===== src/rtl/mux_arbitro_nx1_pkg.sv =====
// Shared constants and the index-width helper for the N:1 arbitrated multiplexer.
package mux_arbitro_nx1_pkg;

    localparam int DEFAULT_WIDTH = 2;
    localparam int DEFAULT_N     = 4;

    // ceil(log2(n)), never less than 1 so a channel index always has a bit
    function automatic int idx_width(input int n);
        int w;
        w = 1;
        for (int i = 1; i < 31; i++) begin
            if ((1 << i) < n) begin
                w = i + 1;
            end
        end
        return w;
    endfunction

endpackage


===== src/rtl/mux_arbitro_nx1_arbitro_rr.sv =====
// Arbiter: grants the first requesting channel found searching from ptr upward,
// wrapping at N-1. Tie ptr to zero for plain lowest-index-first priority.
module arbitro_rr
    import mux_arbitro_nx1_pkg::*;
#(
    parameter int N  = DEFAULT_N,
    parameter int IW = idx_width(DEFAULT_N)
) (
    input  logic [N-1:0]  req,
    input  logic [IW-1:0] ptr,
    output logic [N-1:0]  grant,
    output logic [IW-1:0] idx
);

    always_comb begin
        int  cand;
        logic found;
        grant = '0;
        idx   = '0;
        found = 1'b0;
        cand  = 0;
        for (int k = 0; k < N; k++) begin
            cand = int'(ptr) + k;
            if (cand >= N) begin
                cand = cand - N;
            end
            if (!found && req[cand]) begin
                found       = 1'b1;
                grant[cand] = 1'b1;
                idx         = IW'(cand);
            end
        end
    end

endmodule


===== src/rtl/mux_arbitro_nx1.sv =====
// N:1 arbitrated multiplexer with a one-word registered output stage.
// Define MUX_ARBITRO_RR_EN for round-robin arbitration; otherwise lowest index wins.
module mux_arbitro_nx1
    import mux_arbitro_nx1_pkg::*;
#(
    parameter int WIDTH = DEFAULT_WIDTH,
    parameter int N     = DEFAULT_N
) (
    input  logic                    clk,
    input  logic                    reset,
    input  logic [N-1:0]            valid_in,
    input  logic [N*WIDTH-1:0]      data_in,
    output logic [N-1:0]            ack_out,
    input  logic                    ready_in,
    output logic                    valid_out,
    output logic [WIDTH-1:0]        data_out,
    output logic [idx_width(N)-1:0] chan_out
);

    localparam int IW = idx_width(N);

    logic [IW-1:0] ptr;
    logic [N-1:0]  grant;
    logic [IW-1:0] grant_idx;
    logic          load;

    arbitro_rr #(
        .N  (N),
        .IW (IW)
    ) u_arbitro (
        .req   (valid_in),
        .ptr   (ptr),
        .grant (grant),
        .idx   (grant_idx)
    );

    // A word is taken only when the output slot is free or draining this cycle.
    assign load    = (!valid_out || ready_in) && (|valid_in) && !reset;
    assign ack_out = load ? grant : '0;

`ifdef MUX_ARBITRO_RR_EN
    always_ff @(posedge clk) begin
        if (reset) begin
            ptr <= '0;
        end else if (load) begin
            ptr <= (grant_idx == IW'(N - 1)) ? '0 : grant_idx + IW'(1);
        end
    end
`else
    assign ptr = '0;
`endif

    always_ff @(posedge clk) begin
        if (reset) begin
            valid_out <= 1'b0;
            data_out  <= '0;
            chan_out  <= '0;
        end else if (load) begin
            valid_out <= 1'b1;
            data_out  <= data_in[grant_idx*WIDTH +: WIDTH];
            chan_out  <= grant_idx;
        end else if (valid_out && ready_in) begin
            valid_out <= 1'b0;
        end
    end

endmodule


===== config.mk =====
export PLATFORM = sky130hd
export DESIGN_NAME = mux_arbitro_nx1
export DESIGN_NICKNAME = d
export VERILOG_FILES = /design/src/rtl/mux_arbitro_nx1_pkg.sv /design/src/rtl/mux_arbitro_nx1_arbitro_rr.sv /design/src/rtl/mux_arbitro_nx1.sv
export SDC_FILE = /design/constraint.sdc
export NUM_CORES = 1
export LEC_CHECK = 0
export ABC_AREA = 1
export BUFFER_PORTS_ARGS = -buffer_cell sky130_fd_sc_hd__buf_4
export CORE_AREA = 2 2 46 48
export CTS_CLUSTER_DIAMETER = 30
export CTS_CLUSTER_SIZE = 24
export DETAILED_ROUTE_END_ITERATION = 10
export DIE_AREA = 0 0 48 50
export PLACE_DENSITY = 0.81
export SLEW_MARGIN = 40
export SYNTH_ARGS = -nofsm -noshare
export SYNTH_HDL_FRONTEND = slang
export SYNTH_HIERARCHICAL = 1
export SYNTH_SLANG_ARGS = --single-unit

===== constraint.sdc =====
create_clock -name clk -period 1.6 [get_ports clk]
set_input_delay 0.24 -clock clk [delete_from_list [all_inputs] [get_ports clk]]
set_output_delay 0.24 -clock clk [all_outputs]
set_load 0.01 [all_outputs]

; Word level (Yosys, flattened, before mapping)
; Index checks and enable logic that the tools add are counted.
; W data, S select, Z words.
[word_totals]
regBits = 5
latchBits = 0
mem_bits_rw = 0
rom_bits = 0
inputBits = 15
wordCells = 31
mem_count = 0
[op_classes]
addsub = 0
multipliers = 0
n_div = 0
n_lt_le_gt_ge = 0
eq_ne = 0
n_shift = 1
muxes = 13
bitwise = 0
n_reduce_logical = 14
[op_table]
columns = operator, n
row1 = $mux W4, 2
row2 = $shiftx A8 B4 Y2, 1
row3 = $mux W1, 7
row4 = $logic_and A1 B1 Y1, 6
row5 = $mux W2, 3
row6 = $logic_not A1 Y1, 5
row7 = $reduce_or A4 Y1, 1
row8 = $mux W3, 1
row9 = $reduce_bool A2 Y1, 1
row10 = $logic_or A1 B1 Y1, 1

; Depth between registers and ports, before layout
; Gate-level depths: netlist (run 1).
[depth]
ltp_word = 11
ltp_mapped = 16
mapped_depth_nobuf = 15

; Modules after synthesis
; The synthesis (run 1) kept the hierarchy.
[modules_own_cells]
columns = module, n_inst, cells_per_inst, area_each_um2
row1 = arbitro_rr, 1, 85, 553.0
row2 = mux_arbitro_nx1, 1, 76, 389.1

; Worst setup path after synthesis (run 1)
; OpenSTA, ideal clock, no wires.
[synth_path]
path_kind = input to register
startpoint = input port valid_in[3]
endpoint = register data_out[0]
setup_time_ns = 0.112
t_arrival_ns = 1.206
required_ns = 1.488
path_slack_ns = 0.282
path_stages = 13
path_buffers = 0
path_cell_list = inv_1 -> nand2_1 -> nand3_1 -> nand2_1 -> nand2_1 -> nor2_1 -> nor2_1 -> nor2_1 -> nand2_1 -> nand3_1 -> nand2_1 -> nand2_1 -> nand2_1
[synth_via]
elab_chain_len = 3
[synth_lines]
columns = element, line
row1 = "start, declared", mux_arbitro_nx1.sv:11  ; input logic [N-1:0] valid_in,
row2 = $logic_and A1 B1 Y1, mux_arbitro_nx1_arbitro_rr.sv:27  ; if (!found && req[cand]) begin
row3 = $mux W2, mux_arbitro_nx1_arbitro_rr.sv:27
row4 = net grant_idx[0], mux_arbitro_nx1.sv:24  ; logic [IW-1:0] grant_idx;
row5 = $shiftx A8 B4 Y2, mux_arbitro_nx1.sv:60  ; data_out <= data_in[grant_idx*WIDTH +: WIDTH];
row6 = "end signal, assigned", mux_arbitro_nx1.sv:60
row7 = "end, declared", mux_arbitro_nx1.sv:16  ; output logic [WIDTH-1:0] data_out,
; The timed path passes the listed nets, and every way through them passes these cells.
; A chain may end at the register's enable or synchronous reset.

; Worst setup path after layout (run 1)
[layout_path]
startpoint = input port valid_in[1]
endpoint = output port ack_out[3]
[layout_via]
elab_chain_len = 9
[layout_lines]
columns = element, line
row1 = $logic_and A1 B1 Y1 (*), mux_arbitro_nx1_arbitro_rr.sv:27
row2 = $mux W1 (*), mux_arbitro_nx1_arbitro_rr.sv:27
row3 = $logic_not A1 Y1, mux_arbitro_nx1_arbitro_rr.sv:27
row4 = $logic_and A1 B1 Y1, mux_arbitro_nx1_arbitro_rr.sv:27
row5 = $mux W1 (*), mux_arbitro_nx1_arbitro_rr.sv:27
row6 = $logic_not A1 Y1 (*), mux_arbitro_nx1_arbitro_rr.sv:27
row7 = $logic_and A1 B1 Y1 (*), mux_arbitro_nx1_arbitro_rr.sv:27
row8 = $mux W4 (*), mux_arbitro_nx1_arbitro_rr.sv:27
row9 = net grant[3], mux_arbitro_nx1.sv:23  ; logic [N-1:0] grant;
row10 = $mux W4 (*), mux_arbitro_nx1.sv:39  ; assign ack_out = load ? grant : '0;
row11 = "end, declared", mux_arbitro_nx1.sv:13  ; output logic [N-1:0] ack_out,
; Mark *: on every way through the listed nets, which the timed path passes. The rest lies on a longest branch.

==> flow_metrics.tcl, run 1 <==
set metrics [dict create \
    cts.hold.buffers_added 0 \
    final_common_cell "nand2_1" \
    insertedDiodeCount 0 \
    postLayoutCellArea_um2 1220 \
    endpoint_kind "primary output" \
    yosys.area.top_type "nand2_1" \
    synthAdderAreaFrac_pct 10.6 \
    cts_root_buf "clkbuf_4" \
    r2r_setup_slack_ns 0.68 \
    tns_ns 0 \
    slowest_stage "nor2_8" \
    crit_path_max_fanout 8 \
    fp-row-count 16 \
    netlist_area_um2 942 \
    tritoncts "built" \
    path_buf_inv 4 \
    crit_path_start "valid_in[1]" \
    cp_top_family "simple AND/OR/NAND/NOR gates" \
    crit_top_cell "nand3_1" \
    swShare_pct 41.0 \
    placed_cell_area_um2 1190 \
    synth_compound_area_share_pct 8.37 \
    clock_path_buffers 2 \
    worstSetupPathType "primary input to primary output" \
    grt_overflow 0 \
    antenna_found_initial 0 \
    fmax_mhz 668 \
    die_y_um 50 \
    rsz0062_at_grt "yes" \
    drcViolationCount 0 \
    post-route-period-util_pct 93.5 \
    synth_xor_xnor_area_share_pct 0 \
    wl_per_cell_um 9.31 \
    hp-class "primary input to flop" \
    synthSimpleGateAreaFrac_pct 52.5 \
    avgSynthCellArea_um2 5.85 \
    ant_nets 0 \
    routed_wl_mm 2.11 \
    reg2reg_from "valid_out" \
    critPathArrivalTime_ns 1.26 \
    grt_pass1_vias 928 \
    drtPass1Iterations 4 \
    post-route-util_pct 64.3 \
    initialDrtViolationCount 25 \
    cp.depth 11 \
    critPathLaunchType "primary input" \
    grt_util_all_layers_pct 18.9 \
    slew_viol_final 0 \
    crit_end "ack_out[3]" \
    avgViaCountPerCell 4.57 \
    grt_max_degree 14 \
    status "complete, no violations" \
    synth_top_cell_area_share_pct 16.3 \
    internal_power_mw 0.391 \
    core-area_um2 1900 \
    power_switching_mw 0.272 \
    synth-seq-area-share_pct 10.6 \
    fp.dieW_um 48 \
    rr_worst_depth 6 \
    yosysWarnings 6 \
    clk_pin_slew_ns 0.04 \
    pwr_density_cell_nw_per_um2 542 \
    synth.area.mux_share_pct 0 \
    post-route-min-period_ns 1.50 \
    combPwrFrac_pct 55.4 \
    finalHoldViolCount 0 \
    pin_count 24 \
    worstSkewPairLatency_ns 0.24 \
    synth_top_family_by_area "simple AND/OR/NAND/NOR gates" \
    post-dp-hpwl_mm 1.70 \
    slowest_delay_ns 0.16 \
    required_ns 1.36 \
    synth.distinct_cells 23 \
    path_cells "buf_4, inv_1, nand2_1, nand3_1, nand2_2, nor2_8, nand3_1, nand3_1, inv_1, nor2_1, buf_4" \
    p_clk_share_pct 21.8 \
    vdd_drop_max_uv 437 \
    worstReg2RegEnd "chan_out[1]" \
    power.leakage_nw 0.718 \
    grt_pass1_wl_mm 3.51 \
    initial_core_util_pct 49.5 \
    ctsHtreeMaxLevel 1 \
    dp_slack_ns 0.0597 \
    cts_made_buffers 3 \
    synth-seq-cells 5 \
    final_cell_mix "nand2_1, inv_1, nand3_1" \
    io_buffers 23 \
    area_growth_pct 29.7 \
    seqPwrFrac_pct 22.8 \
    cts_num_sinks 5 \
    synth_area_leaders "nand2_1, nand3_1, inv_1" \
    die_area_um2 2400 \
    drv_cap 0 \
    fin_nets 224 \
    vias 1037 \
    final-setup-viol-count 0 \
    skew_ns 0.00382 \
    drive_gt1_share_pct 22.5 \
    netlist_instances 161 \
    gp_congestion 0.834 \
    layout_setup_ws_ns 0.104 \
]
-- synthesized netlist by cell type --
library cell	instances
bufinv_8	1
nand2_4	2
o21ai_0	1
nand3_1	28
conb_1	1
nand3_4	1
nor2_4	1
nand2_1	41
a21oi_1	5
inv_1	32
nor2_1	17
nand2_2	3
buf_6	1
nor2_8	1
a21boi_0	4
o21ai_2	1
ha_1	8
dfxtp_1	5
nand2_8	2
inv_2	2
nor2_2	1
o21ai_1	2
inv_6	1
-- power by group through the flow --
stage	combinational, mW	sequential [mW]	clock, mW
after detailed placement	0.347	0.153	0
after floorplan	0.238	0.161	0
after global routing	0.409	0.154	0.161
after global placement	0.337	0.153	0
after CTS	0.348	0.151	0.148
final	0.367	0.151	0.144
-- flip-flops by register name, summed over array words and instances, names as in the netlist --
name / count
chan_out: 2
valid_out: 1
data_out: 2
-- metrics by stage --
step / hold WS [ns] / power [mW] / instances
floorplan: 0.404 / 0.399 / 172
global placement: 0.509 / 0.490 / 222
detailed placement: 0.515 / 0.500 / 222
CTS: 0.300 / 0.647 / 226
global route: 0.311 / 0.724 / 227
finish: 0.302 / 0.663 / 227
-- worst register-to-register path, delay by kind of cell, from the launching register on --
kind / cells / cell delay [ns]
AND/OR/NAND/NOR: 5 / 0.41
flip-flops: 1 / 0.31
buffers and inverters: 1 / 0.08
-- worst min path at each step --
| stage | start | depth (start not counted) | end | slack (ns) |
|---|---|---|---|---|
| after global routing | reset | 4 | data_out[0] | 0.31 |
| after detailed placement | data_out[1] | 4 | data_out[1] | 0.51 |
| after CTS | reset | 4 | data_out[1] | 0.30 |
| final | reset | 4 | data_out[1] | 0.30 |
| after floorplan | reset | 3 | chan_out[0] | 0.40 |
| after global placement | chan_out[0] | 4 | chan_out[0] | 0.51 |
-- layer usage --
layer	part of all wire [%]	up-vias	GRT usage (%)
li1	-	559	-
met4	0	0	0.901
met5	0	-	0
met2	53	27	36.0
met1	44	451	21.6
met3	3.7	0	3.30
-- final cells by class --
class | count | area [um2]
inverter | 36 | 154
timing repair buffer | 25 | 188
sequential | 5 | 100
fill | 192 | 679
clock buffer | 4 | 26.3
multi-input combinational | 130 | 721
tap | 27 | 33.8
-- timing repair --
action / in CTS / in global routing
endpoints found under the hold margin: 0 / 0
endpoints found under the setup margin: 0 / 2
gates resized for setup: 0 / 1
setup buffers: 0 / 1
-- kinds of logic after synthesis --
group                      after synthesis
and+or+nand+nor                         97
AOI/OAI and AO/OA                       13
other                                    1
adders and majority gates                8
buffers and inverters                   37
DFF                                      5
Note: power is estimated with default switching activity, not from simulation.
==> run 2: changes to the inputs <==
--- a/config.mk
+++ b/config.mk
@@ -6,12 +6,12 @@
 export NUM_CORES = 1
 export LEC_CHECK = 0
 export ABC_AREA = 1
-export BUFFER_PORTS_ARGS = -buffer_cell sky130_fd_sc_hd__buf_4
-export CORE_AREA = 2 2 46 48
+export CORE_AREA = 2 2 42 44
 export CTS_CLUSTER_DIAMETER = 30
 export CTS_CLUSTER_SIZE = 24
 export DETAILED_ROUTE_END_ITERATION = 10
-export DIE_AREA = 0 0 48 50
+export DIE_AREA = 0 0 44 46
+export DONT_BUFFER_PORTS = 1
 export PLACE_DENSITY = 0.81
 export SLEW_MARGIN = 40
 export SYNTH_ARGS = -nofsm -noshare
==> run 2 against run 1 <==
  * Die area decreased by 16%
  * Highest routed layer unchanged
  * Wire length decreased by 11%
  * Fmax increased by 5.1%
  * Setup slack improved by 0.072 ns
  * Count of clock-buffer cells in the layout unchanged
  * Critical path depth decreased by 6
  * Via count decreased by 9.5%
  * Global-route usage increased by 0.64 points
==> flow_metrics.tcl, run 2 (same netlist as run 1, synthesis figures left out) <==
set metrics [dict create \
    power.leakage_nw 0.593 \
    reg_top3 "chan_out x2, data_out x2, valid_out x1" \
    die_y_um 46 \
    status "complete, no violations" \
    grt_util_all_layers_pct 19.6 \
    fin_nets 199 \
    hold_path_end "chan_out[0]" \
    ant_nets 0 \
    grt_max_degree 14 \
    fp-row-count 15 \
    path_cells "inv_1, nor2_1, nor2_1, nand2_2, nor2_1" \
    final-setup-viol-count 0 \
    slowest_delay_ns 0.33 \
    fp.dieW_um 44 \
    placed_cell_area_um2 993 \
    cts_root_buf "clkbuf_4" \
    reg2reg_from "valid_out" \
    crit_top_cell "nor2_1" \
    worstSkewPairLatency_ns 0.24 \
    cts.hold.buffers_added 0 \
    pwr_density_cell_nw_per_um2 572 \
    antenna_found_initial 0 \
    ctsHtreeMaxLevel 1 \
    grt_pass1_wl_mm 3.09 \
    area_growth_pct 8.23 \
    min_from "reset" \
    fmax_mhz 702 \
    vdd_drop_max_uv 248 \
    slowest_stage "dfxtp_1" \
    hp-class "primary input to flop" \
    avgViaCountPerCell 4.89 \
    critPathLaunchType "flop" \
    drive_gt1_share_pct 10.9 \
    grt_overflow 0 \
    insertedDiodeCount 0 \
    worstSetupPathType "flop to primary output" \
    routed_wl_mm 1.88 \
    final_cell_mix "nand2_1, inv_1, nand3_1" \
    pin_count 24 \
    clock_path_buffers 2 \
    nFillCells 168 \
    initial_core_util_pct 58.4 \
    post-route-min-period_ns 1.42 \
    crit_path_max_fanout 8 \
    critPathArrivalTime_ns 1.18 \
    clk_pin_slew_ns 0.05 \
    skew_ns 0.00566 \
    gp_congestion 0.896 \
    cts_made_buffers 3 \
    cts_resized 0 \
    post-cts-setup-buffers 0 \
    slew_viol_final 0 \
    cts_num_sinks 5 \
    vias 938 \
    initialDrtViolationCount 28 \
    post-route-period-util_pct 89.0 \
    tns_ns 0 \
    hold_depth 3 \
    endpoint_kind "primary output" \
    hold_slack_ns 0.172 \
    multiInputGateArea_um2 718 \
    rr_worst_depth 6 \
    drtPass1Iterations 5 \
    drcViolationCount 0 \
    finalHoldViolCount 0 \
    r2r_setup_slack_ns 0.60 \
    die_area_um2 2020 \
    seq_area_um2 100 \
    core-area_um2 1610 \
    io_buffers 0 \
    rsz0062_at_grt "no" \
    drv_cap 0 \
    final_common_cell "nand2_1" \
    wl_per_cell_um 9.77 \
    required_ns 1.36 \
    worstReg2RegEnd "data_out[1]" \
    tritoncts "built" \
    grt_pass1_vias 846 \
    postLayoutCellArea_um2 1020 \
    post-dp-hpwl_mm 1.50 \
]
[run 2: cell count changes in the layout (fill, tap and decap cells not counted), sizes merged]
cell,change
buf,-25
[run 2: stage by stage]
stage                     cells  utilization [%]  worst slack, ns  total power [mW]
after global placement      188             61.6            0.114             0.419
after detailed placement    188             61.6           0.0558             0.428
after global routing        192             63.2           0.0406             0.640
after CTS                   192             63.2            0.161             0.575
final                       192             63.2            0.176             0.583
after floorplan             172                -            0.282             0.399
[run 2: report_power, final]
group	switching [mW]	internal, mW	leakage [nW]
clock	0.0500	0.0942	0.0150
sequential	0.0186	0.143	0.0418
combinational	0.181	0.0971	0.537
[run 2: layout make-up]
type | instances | area share (%)
Clock buffer | 4 | 2.58
Inverter | 36 | 15.1
Tap cell | 17 | 2.09
Sequential cell | 5 | 9.82
Multi-Input combinational cell | 130 | 70.4
[run 2: per-layer routing]
metal / vias to the layer above / GRT usage, % / part of all wire [%]
li1: 508 / - / -
met1: 403 / 20.9 / 43
met2: 27 / 40.0 / 54
met3: 0 / 0.397 / 3.2
met4: 0 / 7.27 / 0
met5: - / 0 / 0
[run 2: critical path, delay by kind of cell, from the launching register on]
family                 cells  cell delay, ns
flip-flops                 1            0.33
AND/OR/NAND/NOR            4            0.52
buffers and inverters      1            0.09
[run 2: worst max-delay path by stage]
stage                start  cells past startpoint           to  slack [ns]
3_3_place_gp   valid_in[2]                     12  data_out[0]        0.11
5_1_grt          valid_out                      5   ack_out[0]        0.04
2_1_floorplan  valid_in[3]                     13  data_out[0]        0.28
3_5_place_dp   valid_in[1]                     12  data_out[1]        0.06
4_1_cts          valid_out                      5   ack_out[1]        0.16
6_report         valid_out                      5   ack_out[1]        0.18
